File: src/rtl/branch_resolve_unit.sv
// Branch resolution stage: evaluates the branch condition, computes the next PC and
// registers the result behind a valid/ready handshake. Optional statistics counters
// are compiled in with the macro BRANCH_RESOLVE_STATS_EN.
module branch_resolve_unit #(
    parameter int XLEN  = 32,
    parameter int CNT_W = 16
) (
    input  logic            clk,
    input  logic            rst,
    input  logic            in_valid,
    output logic            in_ready,
    input  logic [2:0]      funct3,
    input  logic [XLEN-1:0] DataA,
    input  logic [XLEN-1:0] DataB,
    input  logic [XLEN-1:0] pc,
    input  logic [XLEN-1:0] imm,
    input  logic            pred_taken,
    input  logic            flush,
    output logic            out_valid,
    input  logic            out_ready,
    output logic            taken,
    output logic [XLEN-1:0] redirect_pc,
    output logic            mispredict,
    output logic            illegal
`ifdef BRANCH_RESOLVE_STATS_EN
    ,
    input  logic             stats_clr,
    output logic [CNT_W-1:0] br_count,
    output logic [CNT_W-1:0] taken_count,
    output logic [CNT_W-1:0] mispred_count
`endif
);

    logic            r_out_valid;
    logic            r_taken;
    logic [XLEN-1:0] r_redirect_pc;
    logic            r_mispredict;
    logic            r_illegal;

    logic            w_accept;
    logic            w_out_hs;
    logic            w_eq;
    logic            w_lt_s;
    logic            w_lt_u;
    logic            w_cond;
    logic            w_illegal;
    logic            w_mispredict;
    logic [XLEN-1:0] w_target;

    // valid/ready: a transfer happens on any cycle where valid and ready are both high;
    // a held result stays stable until its consumer raises out_ready.
    assign in_ready = !r_out_valid || out_ready;
    assign w_accept = in_valid && in_ready && !flush;
    assign w_out_hs = r_out_valid && out_ready;

    assign w_eq   = (DataA == DataB);
    assign w_lt_s = ($signed(DataA) < $signed(DataB));
    assign w_lt_u = (DataA < DataB);

    always_comb begin
        w_cond    = 1'b0;
        w_illegal = 1'b0;
        case (funct3)
            3'b000:  w_cond = w_eq;
            3'b001:  w_cond = !w_eq;
            3'b100:  w_cond = w_lt_s;
            3'b101:  w_cond = !w_lt_s;
            3'b110:  w_cond = w_lt_u;
            3'b111:  w_cond = !w_lt_u;
            default: w_illegal = 1'b1;
        endcase
    end

    assign w_mispredict = !w_illegal && (w_cond ^ pred_taken);
    assign w_target     = w_cond ? (pc + imm) : (pc + XLEN'(4));

    always_ff @(posedge clk or posedge rst) begin
        if (rst) begin
            r_out_valid   <= 1'b0;
            r_taken       <= 1'b0;
            r_redirect_pc <= '0;
            r_mispredict  <= 1'b0;
            r_illegal     <= 1'b0;
        end else begin
            if (flush) begin
                r_out_valid <= 1'b0;
            end else if (w_accept) begin
                r_out_valid <= 1'b1;
            end else if (w_out_hs) begin
                r_out_valid <= 1'b0;
            end
            if (w_accept) begin
                r_taken       <= w_cond;
                r_redirect_pc <= w_target;
                r_mispredict  <= w_mispredict;
                r_illegal     <= w_illegal;
            end
        end
    end

    assign out_valid   = r_out_valid;
    assign taken       = r_taken;
    assign redirect_pc = r_redirect_pc;
    assign mispredict  = r_mispredict;
    assign illegal     = r_illegal;

`ifdef BRANCH_RESOLVE_STATS_EN
    logic [CNT_W-1:0] r_br_count;
    logic [CNT_W-1:0] r_taken_count;
    logic [CNT_W-1:0] r_mispred_count;

    // Counters saturate at all-ones; a clear wins over a same-cycle increment.
    always_ff @(posedge clk or posedge rst) begin
        if (rst) begin
            r_br_count      <= '0;
            r_taken_count   <= '0;
            r_mispred_count <= '0;
        end else if (stats_clr) begin
            r_br_count      <= '0;
            r_taken_count   <= '0;
            r_mispred_count <= '0;
        end else if (w_out_hs) begin
            if (r_br_count != {CNT_W{1'b1}})
                r_br_count <= r_br_count + CNT_W'(1);
            if (r_taken && (r_taken_count != {CNT_W{1'b1}}))
                r_taken_count <= r_taken_count + CNT_W'(1);
            if (r_mispredict && (r_mispred_count != {CNT_W{1'b1}}))
                r_mispred_count <= r_mispred_count + CNT_W'(1);
        end
    end

    assign br_count      = r_br_count;
    assign taken_count   = r_taken_count;
    assign mispred_count = r_mispred_count;
`endif

endmodule

File: config.mk
export PLATFORM = sky130hd
export DESIGN_NAME = branch_resolve_unit
export DESIGN_NICKNAME = d
export VERILOG_FILES = /design/src/rtl/branch_resolve_unit.sv
export SDC_FILE = /design/constraint.sdc
export NUM_CORES = 1
export LEC_CHECK = 0
export CORE_MARGIN = 2
export CORE_UTILIZATION = 46
export CTS_BUF_LIST = sky130_fd_sc_hd__clkbuf_4
export DETAILED_ROUTE_END_ITERATION = 10
export PLACE_DENSITY = 0.91
export SYNTH_ARGS = -nofsm -noshare
export SYNTH_HDL_FRONTEND = slang
export SYNTH_SLANG_ARGS = --single-unit
File: constraint.sdc
create_clock -name clk -period 1.9 [get_ports clk]
set_clock_uncertainty 0.15 [all_clocks]
set_input_delay 0.285 -clock clk [delete_from_list [all_inputs] [get_ports clk]]
set_output_delay 0.285 -clock clk [all_outputs]
set_load 0.1 [all_outputs]
==> summary.txt, run 1 <==
Clock network
  • CTS buffer count: 5
  • Post-cts hold buffer count: 0
  • H-tree Lvls: 2
  • Clock tree sinks: 36
  • Clock root cell: clkbuf_4
  • Bufs on Longest Clock Path: 2

Synth
  • Post-synth top area share: 19.96%
  • Post-Syn Area per Cell: 7.449 um^2
  • Synth Instances: 606
  • Yosys top cell by area: dfrtp_1
  • Yosys reg bits: 36
  • EDFF count, synth: 0
  • Synthesized area: 4514 um^2
  • Sequential cell area fraction in the yosys report: 19.96%
  • Syn nets: 808
  • Top_reg_cell synth: dfrtp_1
  • Async S/R FF share, synth: 100.0%
  • Synth cell types: 51
  • Synth Warn #: 0
  • Synth area leaders: dfrtp_1 20%, ha_1 18%, o21ai_0 6.7%

Floorplan
  • I/O Pins: 174
  • Die Wd: 103.1 um
  • Die Y: 103.1 um
  • Row cnt: 36
  • Initial Util: 46.83%

Placement
  • Port-buffer cells: 173
  • Dpl hpwl: 16,070 um
  • RePlAce Congestion: 0.9767

Global routing
  • Gr ovfl total: 4
  • Total GRT Usage: 65.98%
  • Largest net degree at the start of global routing: 37
  • First-pass GRT wire length: 51,580 um
  • Vias in the first global route: 9,037

Outcome
  • Status: did not finish
  • Error: [ERROR GRT-0116] Global routing finished with congestion. Check the congestion regions in the DRC Viewer.
  • Failing step: 5_1_grt
[synthesized netlist by cell type, drive strengths merged, types with 2 or more instances]
cell type / count
a211o: 2
a211oi: 7
a21o: 15
a21oi: 45
a221oi: 2
a31oi: 10
a32o: 2
and3: 6
and4: 3
buf: 8
clkbuf: 10
dfrtp: 36
ha: 64
inv: 43
mux2i: 5
nand2: 69
nand2b: 7
nand3: 28
nand3b: 3
nand4: 14
nor2: 53
nor2b: 6
nor3: 14
nor4: 3
o211ai: 7
o21a: 8
o21ai: 62
o21bai: 2
o31ai: 3
or3: 6
xnor2: 20
xor2: 29
[repair_timing]
item	in CTS
buffers inserted	46
endpoints found under the setup margin	34
gates cloned	5
gates resized for setup	561
pin swaps	138
[per-layer routing]
| metal | overflow | GRT usage [%] |
|---|---|---|
| met5 | 0 | 8.654 |
| met4 | 3 | 65.99 |
| met3 | 0 | 46.78 |
| met2 | 1 | 88.66 |
| met1 | 0 | 63.84 |
[cell families after synthesis]
family,after synthesis,share of synthesized area (%)
compound gates,173,23.25
buf+inv,61,5.321
flops,36,19.96
fa+ha+maj,65,18.18
xor+xnor,49,9.507
mux,6,1.358
simple gates,216,22.42
[through the flow]
| step | worst slack (ps) | std cells | cell area [um^2] | TNS, ps |
|---|---|---|---|---|
| 3_3_place_gp | -1504 | 1040 | 8077 | -45710 |
| 4_1_cts | -708.8 | 1096 | 9289 | -19430 |
| 3_5_place_dp | -1620 | 1040 | 8077 | -50310 |
| 2_1_floorplan | -883.8 | 606 | 4750 | -22020 |
==> inputs of run 2 (changes only) <==
CORE_UTILIZATION = 40   (was 46)
CTS_BUF_LIST = unset   (was sky130_fd_sc_hd__clkbuf_4)
PLACE_DENSITY = unset   (was 0.91)
PLACE_DENSITY_LB_ADDON = 0.15   (was unset)
==> summary.txt, run 2 <==
Floorplan
  • Die footprint: 12,150 um^2
  • Die Y: 110.2 um (was 103.1 um)
  • I/O Pins: 174 (unchanged)
  • Core Box Area: 10,940 um^2
  • Initial Util: 41.28% (was 46.83%)
  • Row cnt: 38 (was 36)
  • Die Wd: 110.2 um (was 103.1 um)

Placement
  • RePlAce Congestion: 0.9276 (was 0.9767)
  • Port-buffer cells: 173 (unchanged)
  • Dpl hpwl: 13,660 um (was 16,070 um)
  • Pre-CTS setup slack: -1573 ps (was -1620 ps)

Synth
  • Synth area leaders: dfrtp_1 20%, ha_1 18%, o21ai_0 6.7% (unchanged)
  • EDFF count, synth: 0 (unchanged)
  • Yosys top cell by area: dfrtp_1 (unchanged)
  • Synth Instances: 606 (unchanged)
  • Post-synth top area share: 19.96% (unchanged)
  • Count leader, synth: nand2_1 (unchanged)
  • Yosys reg bits: 36 (unchanged)
  • Sequential cell area fraction in the yosys report: 19.96% (unchanged)
  • Post-synth top cells: 69 x nand2_1, 64 x ha_1, 60 x o21ai_0 (unchanged)
  • Async S/R FF share, synth: 100.0% (unchanged)
  • Syn nets: 808 (unchanged)
  • Synth cell types: 51 (unchanged)
  • Synthesized area: 4514 um^2 (unchanged)
  • Post-Syn Area per Cell: 7.449 um^2 (unchanged)
  • Synth Warn #: 0 (unchanged)
  • Top_reg_cell synth: dfrtp_1 (unchanged)

Timing
  • Tmin final: 2957 ps
  • Final period util: 155.6%
  • Final setup viols: 34
  • Final slew viol count: 0
  • Min Hold Slack: 179.4 ps
  • Final hold violations: 0
  • Setup TNS: -28,890 ps
  • Rel. slew slack: 56.40%
  • Fin worst setup slack: -1057 ps
  • RSZ-0062 raised after global routing: yes
  • Least-Margin Pin Slew: 647.2 ps
  • Maximum clock rate: 0.3382 GHz

Global routing
  • Gr ovfl total: 0
  • First-pass GRT wire length: 33,800 um
  • Total GRT Usage: 36.23%
  • Largest net degree at the start of global routing: 26
  • Vias in the first global route: 6,819
  • Initial antenna violation count: 0

Clock network
  • TritonCTS clock tree: done
  • Clk_lat worst skew: 290 ps
  • H-tree Lvls: 2 (unchanged)
  • CTS buffer count: 5 (unchanged)
  • Clk slew on worst S/H paths: 70 ps
  • Clock root cell: clkbuf_16 (was clkbuf_4)
  • Post-cts hold buffer count: 0 (unchanged)
  • Clock tree sinks: 36 (unchanged)
  • Bufs on Longest Clock Path: 2 (unchanged)

Setup path
  • Crit path DAT: 3010 ps
  • WP depth: 12
  • Worst Setup End Kind: flip-flop
  • FF-to-FF path depth: 7
  • Crit path kind: in -> reg
  • Setup slack, reg-to-reg: -40 ps
  • Largest stage delay on the critical path: 440 ps
  • Worst-path fanout max: 3
  • Req. time, crit path: 1950 ps
  • Worst reg2reg startpoint: out_valid$_DFFE_PP0P_
  • Worst r2r dst: redirect_pc[12]$_DFFE_PP0P_
  • Crit path cell chain: dlygate4sd2_1, ha_2, buf_4, a21oi_2, o21ai_2, o21ai_1, o211ai_1, o21a_1, o21a_1, o21ai_0, a31oi_2, o21ai_1
  • Slowest-stage cell, CP: o21ai_0
  • Critical path capture point: redirect_pc[24]$_DFFE_PP0P_
  • Startpoint types: primary input
  • Worst Setup SP: imm[15]
  • Worst path buffer plus inverter count: 2
  • Crit path max-delay family: compound AO/OA/AOI/OAI gates

Layout
  • Layout cell share with drive strength beyond 1: 55.36%
  • P&R area growth vs syn: 119.1%
  • Diodes inserted: 0
  • Most frequent cells in the layout: 174 x buf_4, 56 x nand2_1, 49 x ha_4
  • Area of the multi-input gates: 4851 um^2
  • Number of flip-flops in the largest register: 32
  • Nets: 1,171
  • Most common cell after layout, fill and taps aside: buf_4
  • Register area: 904.6 um^2
  • Layout fillers: 448

Pwr
  • Peak VDD IR: 0.0007580 V
  • Total power: 6.717 mW
  • LEAKAGE: 4.410 nW
  • Pwr dens: 679.0 nW/um^2

Routing
  • Routed via count: 6,956
  • Number of DRC markers in iteration 0: 726
  • Drt first pass iters: 6
  • Via-per-instance ratio: 6.267
  • Drt total wl: 26,600 um
  • Final ANT Viol Nets: 0
  • Avg WL per Cell: 23.96 um
  • Remaining DRCs: 0

Min path
  • Min-Delay Path Class: in -> reg

Outcome
  • Failing checks: negative setup slack
  • Status: finished with violations (was did not finish)

Job
  • Max-Cap Viols: 0
[run 2: worst min-delay path by stage]
| stage | from | depth (start not counted) | endpoint |
|---|---|---|---|
| floorplan | flush | 1 | out_valid$_DFFE_PP0P_ |
| global placement | mispredict$_DFFE_PP0P_ | 2 | mispredict$_DFFE_PP0P_ |
| detailed placement | mispredict$_DFFE_PP0P_ | 2 | mispredict$_DFFE_PP0P_ |
| CTS | pc[0] | 3 | redirect_pc[0]$_DFFE_PP0P_ |
| global route | rst | 3 | redirect_pc[1]$_DFFE_PP0P_ |
| finish | pc[0] | 3 | redirect_pc[0]$_DFFE_PP0P_ |
[run 2: what timing repair did]
action,CTS,global route
gates cloned,7,0
setup buffers,41,14
setup endpoints to repair,34,34
resized for setup,508,119
pin swaps,138,93
[run 2: power by group]
group / total [mW] / switching, mW / internal (mW)
registers: 1.12 / 0.191 / 0.927
clock network: 0.916 / 0.396 / 0.520
logic: 4.68 / 2.69 / 1.99
[run 2: cell type report]
cell class / count / share of cell area (%)
clock buffer: 6 / 1.404
sequential: 36 / 9.145
inverter: 43 / 1.771
multi-input combinational: 509 / 49.04
timing repair buffer: 374 / 36.77
tap: 140 / 1.771
clock inverter: 2 / 0.1012
[run 2: metal layers]
metal / vias to the layer above / share of wire (%) / GRT usage (%)
met5: - / 0 / 0
met4: 0 / 9.2 / 20.89
met3: 238 / 9.4 / 6.173
met2: 613 / 48 / 66.08
met1: 3201 / 33 / 39.22
li1: 2904 / - / -
[run 2: tightest hold or removal path, stage by stage]
cell and delay (ps):
buf_2 120, mux2i_1 70, o21ai_1 110
[run 2: metrics by stage]
stage	utilization, %	area (um^2)	cells
2_1_floorplan	-	4750	606
3_3_place_gp	74.05	8098	1047
3_5_place_dp	74.05	8098	1047
4_1_cts	86.64	9474	1103
5_1_grt	90.46	9892	1110
6_report	90.46	9892	1110
[run 2: kinds of logic (layout without fill, tap and decap cells)]
kind of cell / Yosys count / count (layout) / synth area share, %
xor gates and xnor gates: 49 / 49 / 9.507
muxes: 6 / 6 / 1.358
and+or+nand+nor: 216 / 216 / 22.42
buffers and inverters: 61 / 425 / 5.321
AOI/OAI and AO/OA: 173 / 173 / 23.25
DFF: 36 / 36 / 19.96
adders and majority gates: 65 / 65 / 18.18
Power figures use the tool's default switching activity.
==> inputs of run 3 (changes only) <==
CORE_ASPECT_RATIO = 1.75   (was unset)
GPL_TIMING_DRIVEN = 0   (was unset)
==> summary.txt, run 3 (synthesis gave the netlist of run 2 again) <==
Outcome
  • Status: finished with violations (unchanged)
  • Failing checks: negative setup slack (unchanged)

Global routing
  • Gr ovfl total: 0 (unchanged)
  • Largest net degree at the start of global routing: 37 (was 26)
  • Vias in the first global route: 5,768 (was 6,819)
  • First-pass GRT wire length: 26,890 um (was 33,800 um)
  • Initial antenna violation count: 0 (unchanged)
  • Total GRT Usage: 27.49% (was 36.23%)

Clock network
  • TritonCTS clock tree: done (unchanged)
  • CTS buffer count: 5 (unchanged)
  • Clk_lat worst skew: 290 ps (about the same)
  • Bufs on Longest Clock Path: 2 (unchanged)
  • Clock root cell: clkbuf_16 (unchanged)
  • Clk slew on worst S/H paths: 60 ps (was 70 ps)
  • Clock tree sinks: 36 (unchanged)
  • Post-cts hold buffer count: 0 (unchanged)
  • H-tree Lvls: 2 (unchanged)

Timing
  • Least-Margin Pin Slew: 975.8 ps (was 647.2 ps)
  • Final slew viol count: 0 (unchanged)
  • Maximum clock rate: 0.3654 GHz (was 0.3382 GHz)
  • Final hold violations: 0 (unchanged)
  • Final setup viols: 34 (unchanged)
  • Setup TNS: -23,740 ps (was -28,890 ps)
  • Tmin final: 2737 ps (was 2957 ps)
  • Fin worst setup slack: -836.5 ps (was -1057 ps)
  • Final period util: 144.0% (was 155.6%)
  • RSZ-0062 raised after global routing: yes (unchanged)
  • Rel. slew slack: 34.84% (was 56.40%)

Routing
  • Number of DRC markers in iteration 0: 219 (was 726)
  • Remaining DRCs: 0 (unchanged)
  • Via-per-instance ratio: 5.814 (was 6.267)
  • Drt total wl: 17,390 um (was 26,600 um)
  • Avg WL per Cell: 18.30 um (was 23.96 um)
  • Drt first pass iters: 5 (was 6)
  • Final ANT Viol Nets: 0 (unchanged)
  • Routed via count: 5,523 (was 6,956)

Pwr
  • Peak VDD IR: 0.0005130 V (was 0.0007580 V)
  • Logic pwr share: 63.7% (was 69.7%)
  • Pwr dens: 682.8 nW/um^2 (was 679.0 nW/um^2)
  • Clk network pwr share: 16.7% (was 13.6%)
  • Switching Share: 51.89% (was 48.82%)
  • Net Sw Power: 2.724 mW (was 3.279 mW)
  • Reg power frac: 19.6% (was 16.6%)
  • P_int: 2.526 mW (was 3.437 mW)
  • LEAKAGE: 3.283 nW (was 4.410 nW)

Setup path
  • Slowest-stage cell, CP: or4b_1 (was o21ai_0)
  • Crit path max-delay family: compound AO/OA/AOI/OAI gates (unchanged)
  • Crit path cell chain: buf_6, ha_4, a211oi_4, o21ai_2, a32o_2, or3_1, o22ai_2, o21a_1, o31ai_2, or4b_1, a32o_1 (was dlygate4sd2_1, ha_2, buf_4, a21oi_2, o21ai_2, o21ai_1, o211ai_1, o21a_1, o21a_1, o21ai_0, a31oi_2, o21ai_1)
  • Req. time, crit path: 1930 ps (was 1950 ps)
  • Worst-path fanout max: 2 (was 3)
  • Crit path DAT: 2770 ps (was 3010 ps)
  • Crit path kind: in -> reg (unchanged)
  • Startpoint types: primary input (unchanged)
  • Worst path buffer plus inverter count: 1 (was 2)
  • Largest stage delay on the critical path: 480 ps (was 440 ps)
  • Worst Setup End Kind: flip-flop (unchanged)

Layout
  • Final core occ: 69.64% (was 90.46%)
  • Number of flip-flops in the largest register: 32 (unchanged)
  • Most common cell after layout, fill and taps aside: nand2_1 (was buf_4)
  • Non-Filler Instances: 950 (was 1,110)
  • Diodes inserted: 0 (unchanged)
  • Layout fillers: 914 (was 448)
  • Nets: 1,019 (was 1,171)
  • Layout cell share with drive strength beyond 1: 37.29% (was 55.36%)
  • P&R area growth vs syn: 70.29% (was 119.1%)
  • Most frequent cells in the layout: 65 x nand2_1, 48 x ha_4, 46 x nor2_1 (was 174 x buf_4, 56 x nand2_1, 49 x ha_4)

Placement
  • RePlAce Congestion: 0.9560 (was 0.9276)
  • Dpl hpwl: 12,780 um (was 13,660 um)
  • Port-buffer cells: 173 (unchanged)
  • Cells after DPL: 911 (was 1,047)

Floorplan
  • Initial Util: 40.89% (was 41.28%)
  • Die Wd: 84.31 um (was 110.2 um)
  • Die footprint: 12,190 um^2 (was 12,150 um^2)
  • I/O Pins: 174 (unchanged)
  • Die Y: 144.5 um (was 110.2 um)
  • Row cnt: 51 (was 38)
  • Core Box Area: 11,040 um^2 (was 10,940 um^2)

Job
  • Max-Cap Viols: 0 (unchanged)

Min path
  • Min-Delay Path Class: in -> reg (unchanged)
run 3: cell type report:
class / count / area [um^2] / area share, %
Inverter: 43 / 165.2 / 2.148
Sequential cell: 36 / 904.6 / 11.77
Buffer: 15 / 136.4 / 1.774
Clock inverter: 3 / 23.77 / 0.3092
Tap cell: 132 / 165.2 / 2.148
Multi-Input combinational cell: 509 / 4424 / 57.55
Clock buffer: 5 / 125.1 / 1.628
Timing Repair Buffer: 207 / 1743 / 22.67
run 3: path summary, 6_finish.rpt:
check | endpoint | slack (ps) | depth (start not counted) | startpoint
worst min register to register | redirect_pc[19]$_DFFE_PP0P_ | 330 | 2 | redirect_pc[19]$_DFFE_PP0P_
max in group asynchronous | out_valid$_DFFE_PP0P_ | 650 | 2 | rst
worst max-delay path | redirect_pc[31]$_DFFE_PP0P_ | -840 | 11 | imm[18]
worst max register to register | redirect_pc[20]$_DFFE_PP0P_ | -630 | 5 | out_valid$_DFFE_PP0P_
min in group asynchronous | out_valid$_DFFE_PP0P_ | 350 | 2 | rst
worst min-delay path | redirect_pc[0]$_DFFE_PP0P_ | 180 | 3 | pc[0]
run 3: tightest hold or removal path, cell delays in order:
cell	delay, ps
clkbuf_2	110
mux2i_1	70
o21ai_1	110
run 3: what timing repair did:
| item | 4_1_cts | 5_1_grt |
|---|---|---|
| pin swaps | 85 | 48 |
| gates resized for setup | 463 | 110 |
| setup endpoints to repair | 72 | 39 |
| setup buffers | 28 | 6 |
run 3: power groups by stage:
stage | combinational (mW) | sequential, mW | clock [mW]
final | 3.34 | 1.03 | 0.876
after global routing | 3.53 | 1.05 | 0.901
after CTS | 3.24 | 1.02 | 0.876
after detailed placement | 3.03 | 1.04 | 0
after global placement | 2.99 | 1.04 | 0
after floorplan | 0.920 | 2.20 | 0
run 3: layer usage:
layer / wire length, um / GRT usage, %
met5: 0 / 0
met1: 5737 / 25.49
met4: 1005 / 17.74
met3: 1130 / 5.194
met2: 9512 / 53.63
run 3: through the flow:
stage               cell area, um^2  power, mW  hold WS (ps)  setup slack [ps]
floorplan                      4750      3.117         197.7            -883.8
global placement               6646      4.031         314.7             -2082
detailed placement             6646      4.071         319.7             -2084
CTS                            7600      5.138         267.3            -849.1
global route                   7687      5.479         230.5            -884.8
finish                         7687      5.249         180.0            -836.5
